[src/rtl/req_ack_responder.sv]
// req_ack_responder: responder side of the single-key req/ack handshake.
// A request seen in IDLE captures the key, waits ACK_DELAY cycles, then
// returns a one-cycle registered ack. Every output comes straight from a
// flop, so this block never closes a combinational loop with its requester.
// Optional key-sequence checker: define RESP_KEY_CHECK_EN to build it;
// without it, err and err_count are tied to zero.
module req_ack_responder #(
   parameter int KEY_W     = 4,
   parameter int ACK_DELAY = 2
) (
   input  logic             clk,
   input  logic             rst,
   input  logic             req,
   input  logic [KEY_W-1:0] req_key,
   output logic             ack,
   output logic             busy,
   output logic [KEY_W-1:0] last_key,
   output logic [15:0]      ack_count,
   output logic             err,
   output logic [7:0]       err_count
);

   localparam logic [1:0] S_IDLE = 2'd0;
   localparam logic [1:0] S_WAIT = 2'd1;
   localparam logic [1:0] S_ACK  = 2'd2;

   localparam logic [3:0] DELAY_INIT = 4'(ACK_DELAY);
   localparam bit         NO_WAIT    = (ACK_DELAY == 0);

   logic [1:0]       r_state;
   logic [1:0]       w_next_state;
   logic [3:0]       r_cnt;
   logic             w_capture;
   logic             r_ack;
   logic             r_busy;
   logic [KEY_W-1:0] r_last_key;
   logic [15:0]      r_ack_count;

   assign w_capture = (r_state == S_IDLE) && req;

   // Next-state decode for the IDLE -> WAIT -> ACK -> IDLE sequence.
   // NOTE: every combinational output gets a default first so no path can infer a latch.
   always_comb begin
      w_next_state = r_state;
      case (r_state)
         S_IDLE:  if (req) w_next_state = NO_WAIT ? S_ACK : S_WAIT;
         S_WAIT:  if (r_cnt == 4'd1) w_next_state = S_ACK;
         S_ACK:   w_next_state = S_IDLE;
         default: w_next_state = S_IDLE;
      endcase
   end

   // Handshake state, delay counter and registered outputs.
   // NOTE: sequential state uses non-blocking assignments so all flops update from pre-edge values.
   always_ff @(posedge clk) begin
      if (rst) begin
         r_state     <= S_IDLE;
         r_cnt       <= 4'd0;
         r_ack       <= 1'b0;
         r_busy      <= 1'b0;
         r_last_key  <= '0;
         r_ack_count <= 16'd0;
      end else begin
         r_state <= w_next_state;
         // ack and busy are registered copies of the state we are entering.
         r_ack   <= (w_next_state == S_ACK);
         r_busy  <= (w_next_state != S_IDLE);
         if (w_capture) begin
            r_last_key <= req_key;
            r_cnt      <= DELAY_INIT;
         end else if (r_state == S_WAIT) begin
            r_cnt <= r_cnt - 4'd1;
         end
         if (r_state == S_ACK) r_ack_count <= r_ack_count + 16'd1;
      end
   end

   assign ack       = r_ack;
   assign busy      = r_busy;
   assign last_key  = r_last_key;
   assign ack_count = r_ack_count;

`ifdef RESP_KEY_CHECK_EN
   logic [KEY_W-1:0] r_expected_key;
   logic [KEY_W-1:0] w_check_key;
   logic             w_mismatch;
   logic             r_err;
   logic [7:0]       r_err_count;

   // With ACK_DELAY=0 the key is compared in the same cycle it is captured,
   // so take it from the input rather than the not-yet-updated last_key.
   assign w_check_key = (r_state == S_IDLE) ? req_key : r_last_key;
   assign w_mismatch  = (w_next_state == S_ACK) && (w_check_key != r_expected_key);

   // Sequence checker: err is raised alongside ack; counters settle after the ACK cycle.
   always_ff @(posedge clk) begin
      if (rst) begin
         r_expected_key <= '0;
         r_err          <= 1'b0;
         r_err_count    <= 8'd0;
      end else begin
         r_err <= w_mismatch;
         if (r_state == S_ACK) begin
            // On a match last_key equals expected_key, so last_key+1 covers
            // both the normal advance and the resynchronisation after a miss.
            r_expected_key <= r_last_key + KEY_W'(1);
            if (r_err && (r_err_count != 8'hFF)) r_err_count <= r_err_count + 8'd1;
         end
      end
   end

   assign err       = r_err;
   assign err_count = r_err_count;
`else
   assign err       = 1'b0;
   assign err_count = 8'd0;
`endif

endmodule
[config.mk]
export PLATFORM = sky130hd
export DESIGN_NAME = req_ack_responder
export DESIGN_NICKNAME = d
export VERILOG_FILES = /design/src/rtl/req_ack_responder.sv
export SDC_FILE = /design/constraint.sdc
export NUM_CORES = 1
export LEC_CHECK = 0
export ABC_CLOCK_PERIOD_IN_PS = 1900
export BUFFER_PORTS_ARGS = -buffer_cell sky130_fd_sc_hd__buf_2
export CAP_MARGIN = 40
export CELL_PAD_IN_SITES_DETAIL_PLACEMENT = 1
export CELL_PAD_IN_SITES_GLOBAL_PLACEMENT = 1
export CORE_MARGIN = 3
export CORE_UTILIZATION = 37
export DETAILED_ROUTE_END_ITERATION = 8
export GPL_ROUTABILITY_DRIVEN = 0
export PLACE_DENSITY_LB_ADDON = 0.08
export RECOVER_POWER = 50
export SLEW_MARGIN = 10
export SYNTH_ARGS = -nofsm -noshare
export SYNTH_HDL_FRONTEND = slang
export SYNTH_SLANG_ARGS = --single-unit
[constraint.sdc]
create_clock -name clk -period 1.9 [get_ports clk]
set_clock_uncertainty 0.1 [all_clocks]
set_input_delay 0.19 -clock clk [delete_from_list [all_inputs] [get_ports clk]]
set_output_delay 0.19 -clock clk [all_outputs]
set_load 0.1 [all_outputs]
==> summary.md, run 1 <==
| Metric | Value |
|---|---|
| Outcome | `finished clean` |
| Synth top cells by count | `dfxtp_1 (28), nor2_1 (23), buf_4 (10), xor2_1 (10), mux2i_1 (6)` |
| Slew Limit Fails | `0` |
| Mapped Area | `0.00128 mm2` |
| Footprint of the multi-input gates | `between 600 and 700 um2` |
| Worst Path Arrival | `around 1.9 ns` |
| Largest net degree at the start of global routing | `20` |
| Gr ovfl total | `0` |
| Antenna cell count | `0` |
| Vias | `approximately 1000` |
| Via density | `just under 5` |
| Antenna Violating Nets Remaining | `0` |
| Cell Rows | `20` |
| RSZ-0062 raised after global routing | `no` |
| Synth unique cells | `34` |
| Final Hold Viols | `0` |
| Setup Fix Bufs, Post-CTS | `0` |
| Share of cells above drive strength 1 | `31.9%` |
| # setup viols final | `0` |
| Post-placement cell count | `205` |
| Input/output buffers | `28` |
| DRC viols | `0` |
| Setup TNS | `0 ns` |
| Clock Pin Slew Worst Setup and Hold Paths | `approximately 0.15 ns` |
| Chip width | `64.8 um` |
| Register area | `between 500 and 600 um2` |
| EDFF count, synth | `0` |
| Rel. slew slack | `63.5%` |
| Hold WC Path Type | `input port to flip-flop` |
| CTS Buf Count | `3` |
| Crit path kind | `flip-flop to flip-flop` |
| Clock Path Buffers | `2` |
| Post-Syn Area per Cell | `approximately 9 um2` |
| FILL cells | `~390` |
| Root Buffer | `clkbuf_4` |
| Sink Count | `28` |
| Ports | `38` |
| Min Tclk post-route | `about 1.7 ns` |
| Die area | `~0.0042 mm2` |
| Gate Count Post-Synth | `between 100 and 150` |
| Wirelength per Cell | `~13 um` |
| Global Route Usage Sum | `between 10 and 15%` |
| Worst-margin pin slew | `0.550 ns` |
| Seq cells post-synth | `28` |
| Final period utilization | `between 80% and 90%` |
| Fin nets | `178` |
| Fmax | `around 590 MHz` |
| Area leader, netlist | `dfxtp_1` |
| Final WL | `about 2700 um` |
| Initial Utilization | `between 40% and 50%` |
| VDD IR max | `~0.33 mV` |
| Cells along the critical path | `and4b_1 > nand3_4 > or4_1 > a21oi_1` |
| Max-cap viol count | `0` |
| First-pass GRT wire length | `between 4000 and 5000 um` |
| Critical path launch point type | `flip-flop` |
| Die height | `around 65 um` |
| Fin cells | `210` |
| Worst Path Max Fanout | `8` |
| Vias in the first global route | `~1000` |
| Pre-antenna DRT Iters | `4` |
| Initial antenna violation count | `0` |
| CTS tree | `done` |
| Most common cell in the netlist | `dfxtp_1` |
| Async SR Flop Fraction | `0%` |
| Yosys warning count | `0` |
| Peak per-stage delay on the critical path | `between 0.4 and 0.5 ns` |
| Worst skew pair latency | `roughly 0.33 ns` |
| Leak pwr | `between 0.6 and 0.7 nW` |
| Post-DP HPWL | `2020 um` |
| Delay-heaviest family, CP | `simple AND/OR/NAND/NOR gates` |
| WP buf/inv | `0` |
| # resized after CTS | `0` |
| Area delta synth->final | `15.3%` |
| Core area | `0.00318 mm2` |
| DRT iter0 DRCs | `31` |
| PD cells | `736 mW/mm2` |
| H-tree depth | `1` |
| CP max-delay cell | `or4_1` |
| Yosys top cell area share | `43.8%` |
| Dominant cells by area after synthesis | `dfxtp_1 (44%), xor2_1 (6.8%), nor2_1 (6.8%)` |
| Main flop type after synthesis | `dfxtp_1` |
| Register area share after synthesis | `~44%` |
| WP data required | `slightly above 2 ns` |
| Crit. End Element | `flip-flop` |
-- final cells by class --
type,count,share of cell area (%)
Timing Repair Buffer,33,12.1
Tap cell,44,3.74
Multi-Input combinational cell,99,42.3
Sequential cell,28,39.6
Inverter,3,0.764
Clock buffer,3,1.53
-- worst reg2reg max path: stages, from the launching register on --
cell and delay (ns):
dfxtp_1 0.42, and4b_1 0.38, nand3_4 0.12, or4_1 0.48, a21oi_1 0.14
-- sequential cells by signal, indices dropped and copies added (netlist names) --
name	flops
ack	1
last_key	4
r_state	2
r_cnt	4
ack_count	16
busy	1
-- per-stage QoR --
stage               utilization [%]  setup WS [ns]  area [um2]  hold WS, ns  power [mW]
floorplan                         -        0.00316        1330        0.237       0.839
global placement               45.2          0.300        1440        0.326       0.847
detailed placement             45.2          0.257        1440        0.343       0.849
CTS                            46.2          0.217        1470     0.000646        1.10
global route                   46.4          0.119        1470    0.0000760        1.15
finish                         46.4          0.219        1470      0.00931        1.08
-- timing repair --
item / in CTS / in global routing
endpoints found under the hold margin: 1 / 1
hold buffers: 1 / 1
setup endpoints to repair: 0 / 0
-- kinds of logic (layout without fill, tap and decap cells) --
logic type / count (synthesis) / count (layout) / share of synthesized area, %
and+or+nand+nor: 57 / 57 / 24.0
DFF: 28 / 28 / 43.8
buffers and inverters: 19 / 39 / 9.78
AOI/OAI and AO/OA: 11 / 11 / 5.19
xor gates and xnor gates: 11 / 11 / 7.53
muxes: 8 / 8 / 6.46
adders and majority gates: 3 / 3 / 2.94
other: 1 / 9 / 0.293
-- where the power goes --
part	switching (mW)	internal, mW
clock network	0.172	0.0745
registers	0.0144	0.602
logic	0.176	0.0467
-- layer usage --
| metal | part of all wire (%) | global-route usage [%] | vias up |
|---|---|---|---|
| li1 | - | - | 505 |
| met1 | 47 | 17.4 | 472 |
| met2 | 46 | 23.9 | 30 |
| met3 | 5.6 | 2.08 | 5 |
| met4 | 1.3 | 4.75 | 0 |
| met5 | 0 | 0 | - |
-- placed cells by master (no fill, tap or decap), types with 4 or more instances in the layout --
cell type  netlist  layout
nor3_1           4       4
nor2_1          23      23
a21oi_1          4       4
nand3_1          5       5
buf_2            1      15
mux2i_1          6       6
nand4_1          5       5
dfxtp_1         28      14
xor2_1          10      10
conb_1           1       9
dfxtp_2          0      12
clkbuf_2         0      13
nand2_1          4       4
-- path summary, 6_finish.rpt --
| kind | startpoint | endpoint | slack, ns | depth (start not counted) |
|---|---|---|---|---|
| setup / recovery | r_state[0]$_SDFF_PP0_ | ack_count[15]$_SDFFE_PP0N_ | 0.22 | 4 |
| hold / removal | req_key[2] | last_key[2]$_SDFFE_PP0P_ | 0.009 | 3 |
| setup reg to reg | r_state[0]$_SDFF_PP0_ | ack_count[15]$_SDFFE_PP0N_ | 0.22 | 4 |
| hold reg to reg | ack_count[15]$_SDFFE_PP0N_ | ack_count[15]$_SDFFE_PP0N_ | 0.40 | 2 |
No activity file was read; power rests on OpenSTA's default activity.
==> inputs of run 2 (changes only) <==
--- a/config.mk
+++ b/config.mk
@@ -16,6 +16,7 @@
 export GPL_ROUTABILITY_DRIVEN = 0
 export PLACE_DENSITY_LB_ADDON = 0.08
 export RECOVER_POWER = 50
+export SETUP_SLACK_MARGIN = 0.3
 export SLEW_MARGIN = 10
 export SYNTH_ARGS = -nofsm -noshare
 export SYNTH_HDL_FRONTEND = slang
==> summary.md, run 2 (synthesized netlist as in run 1, its figures left out) <==
| Metric | Value |
|---|---|
| Worst Hold End | `last_key[2]$_SDFFE_PP0P_` |
| Leak pwr | `0.664 nW` |
| WHS Path Cells | `3` |
| RSZ-0062 raised after global routing | `yes` |
| Outcome | `finished clean` |
| Final WL | `between 2000 and 3000 um` |
| Antenna Violating Nets Remaining | `0` |
| Antenna cell count | `0` |
| Crit path kind | `flip-flop to flip-flop` |
| Rel. slew slack | `63.9%` |
| Reg2reg path depth | `4` |
| Largest net degree at the start of global routing | `20` |
| DRT iter0 DRCs | `25` |
| Cell Rows | `20` |
| Pre-antenna DRT Iters | `4` |
| Clock Path Buffers | `2` |
| Core area | `0.00318 mm2` |
| CTS Buf Count | `3` |
| Number of flip-flops in the largest register | `16` |
| Wirelength per Cell | `roughly 12 um` |
| Reg2reg setup slack | `0.34 ns` |
| R2R Path Start | `r_state[0]$_SDFF_PP0_` |
| Gr ovfl total | `0` |
| VDD IR max | `0.364 mV` |
| Most common cell after layout, fill and taps aside | `nor2_1` |
| Setup crit start | `r_state[0]$_SDFF_PP0_` |
| Input/output buffers | `28` |
| Post-DP HPWL | `between 2000 and 2500 um` |
| Min Tclk post-route | `around 1.6 ns` |
| Final Hold Viols | `0` |
| Root Buffer | `clkbuf_4` |
| Worst Path Max Fanout | `3` |
| Final Cell Area | `~0.0016 mm2` |
| CTS tree | `done` |
| Setup TNS | `0 ns` |
| Max-cap viol count | `0` |
| Worst skew pair latency | `0.33 ns` |
| Fmax | `roughly 640 MHz` |
| Final period utilization | `between 80% and 90%` |
| Die height | `roughly 65 um` |
| Area delta synth->final | `21.2%` |
| # setup viols final | `0` |
| Initial Utilization | `between 40% and 50%` |
| Critical path launch point type | `flip-flop` |
| Initial antenna violation count | `0` |
| First-pass GRT wire length | `4550 um` |
| Die area | `between 0.004 and 0.005 mm2` |
| Vias | `1022` |
| WP data required | `2.08 ns` |
| Global Route Usage Sum | `between 10 and 15%` |
| Post-DP Area | `roughly 0.0015 mm2` |
| H-tree depth | `1` |
| Sink Count | `28` |
| Slew Limit Fails | `0` |
| Share of cells above drive strength 1 | `approximately 36%` |
| Hold WC Path Type | `input port to flip-flop` |
| Ports | `38` |
| PD cells | `between 700 and 800 mW/mm2` |
| Clock Pin Slew Worst Setup and Hold Paths | `~0.15 ns` |
| Critical R2R Capture | `ack_count[15]$_SDFFE_PP0N_` |
| Hold_sp | `req_key[2]` |
| Post-placement cell count | `205` |
| Most frequent cells in the layout | `nor2_1 (23), buf_2 (19), dfxtp_1 (12), dfxtp_4 (12), xor2_1 (10)` |
| Worst-margin pin slew | `between 0.5 and 0.6 ns` |
| Fin cells | `214` |
| Chip width | `64.8 um` |
| Vias in the first global route | `between 1000 and 1500` |
| Crit. End Element | `flip-flop` |
| Via density | `about 4.8` |
| DRC viols | `0` |
| Worst Path Arrival | `1.74 ns` |
| Fin nets | `between 150 and 200` |
[run 2: layer usage]
layer	global-route usage, %	routed length, um	vias to the layer above
met1	16.5	1220	479
met5	0	0	-
met4	5.54	33	0
met2	23.0	1190	27
met3	3.99	173	4
li1	-	-	512
[run 2: repair_timing]
action / CTS / global route
hold buffers: 2 / 1
buffers inserted: 1 / 1
setup endpoints to repair: 1 / 3
endpoints found under the hold margin: 2 / 1
resized for setup: 4 / 5
pin swaps: 0 / 2
[run 2: cell type report]
class / instances / area [um2]
sequential: 28 / 611
tap: 44 / 55.1
fill: 401 / 1630
clock buffer: 4 / 36.3
inverter: 3 / 11.3
timing repair buffer: 36 / 200
multi-input combinational: 99 / 637
[run 2: power by group]
group | leakage (nW) | internal (mW) | switching (mW)
clock | 0.0210 | 0.117 | 0.176
combinational | 0.404 | 0.0493 | 0.180
sequential | 0.239 | 0.589 | 0.0105
total | 0.664 | 0.756 | 0.367
[run 2: worst max path at each step]
stage / slack (ns) / end / cells after the start
2_1_floorplan: 0.17 / ack_count[15]$_SDFFE_PP0N_ / 5
3_3_place_gp: 0.31 / ack_count[15]$_SDFFE_PP0N_ / 4
3_5_place_dp: 0.25 / ack_count[15]$_SDFFE_PP0N_ / 4
4_1_cts: 0.33 / ack_count[15]$_SDFFE_PP0N_ / 4
5_1_grt: 0.24 / r_cnt[1]$_SDFFE_PP0P_ / 4
6_report: 0.34 / ack_count[15]$_SDFFE_PP0N_ / 4
[run 2: through the flow]
| stage | hold slack, ns | total power, mW | setup WS [ns] | utilization, % |
|---|---|---|---|---|
| 2_1_floorplan | 0.237 | 0.827 | 0.166 | - |
| 3_3_place_gp | 0.325 | 0.835 | 0.315 | 45.9 |
| 3_5_place_dp | 0.339 | 0.837 | 0.247 | 45.9 |
| 4_1_cts | 0.00796 | 1.14 | 0.325 | 48.1 |
| 5_1_grt | 0.00690 | 1.18 | 0.240 | 48.8 |
| 6_report | 0.0286 | 1.12 | 0.339 | 48.8 |
[run 2: critical path, cell delays in order, from the launching register on]
cell	delay, ns
dfxtp_4	0.37
and4b_1	0.32
nand3_4	0.10
or4_4	0.49
a21oi_2	0.14
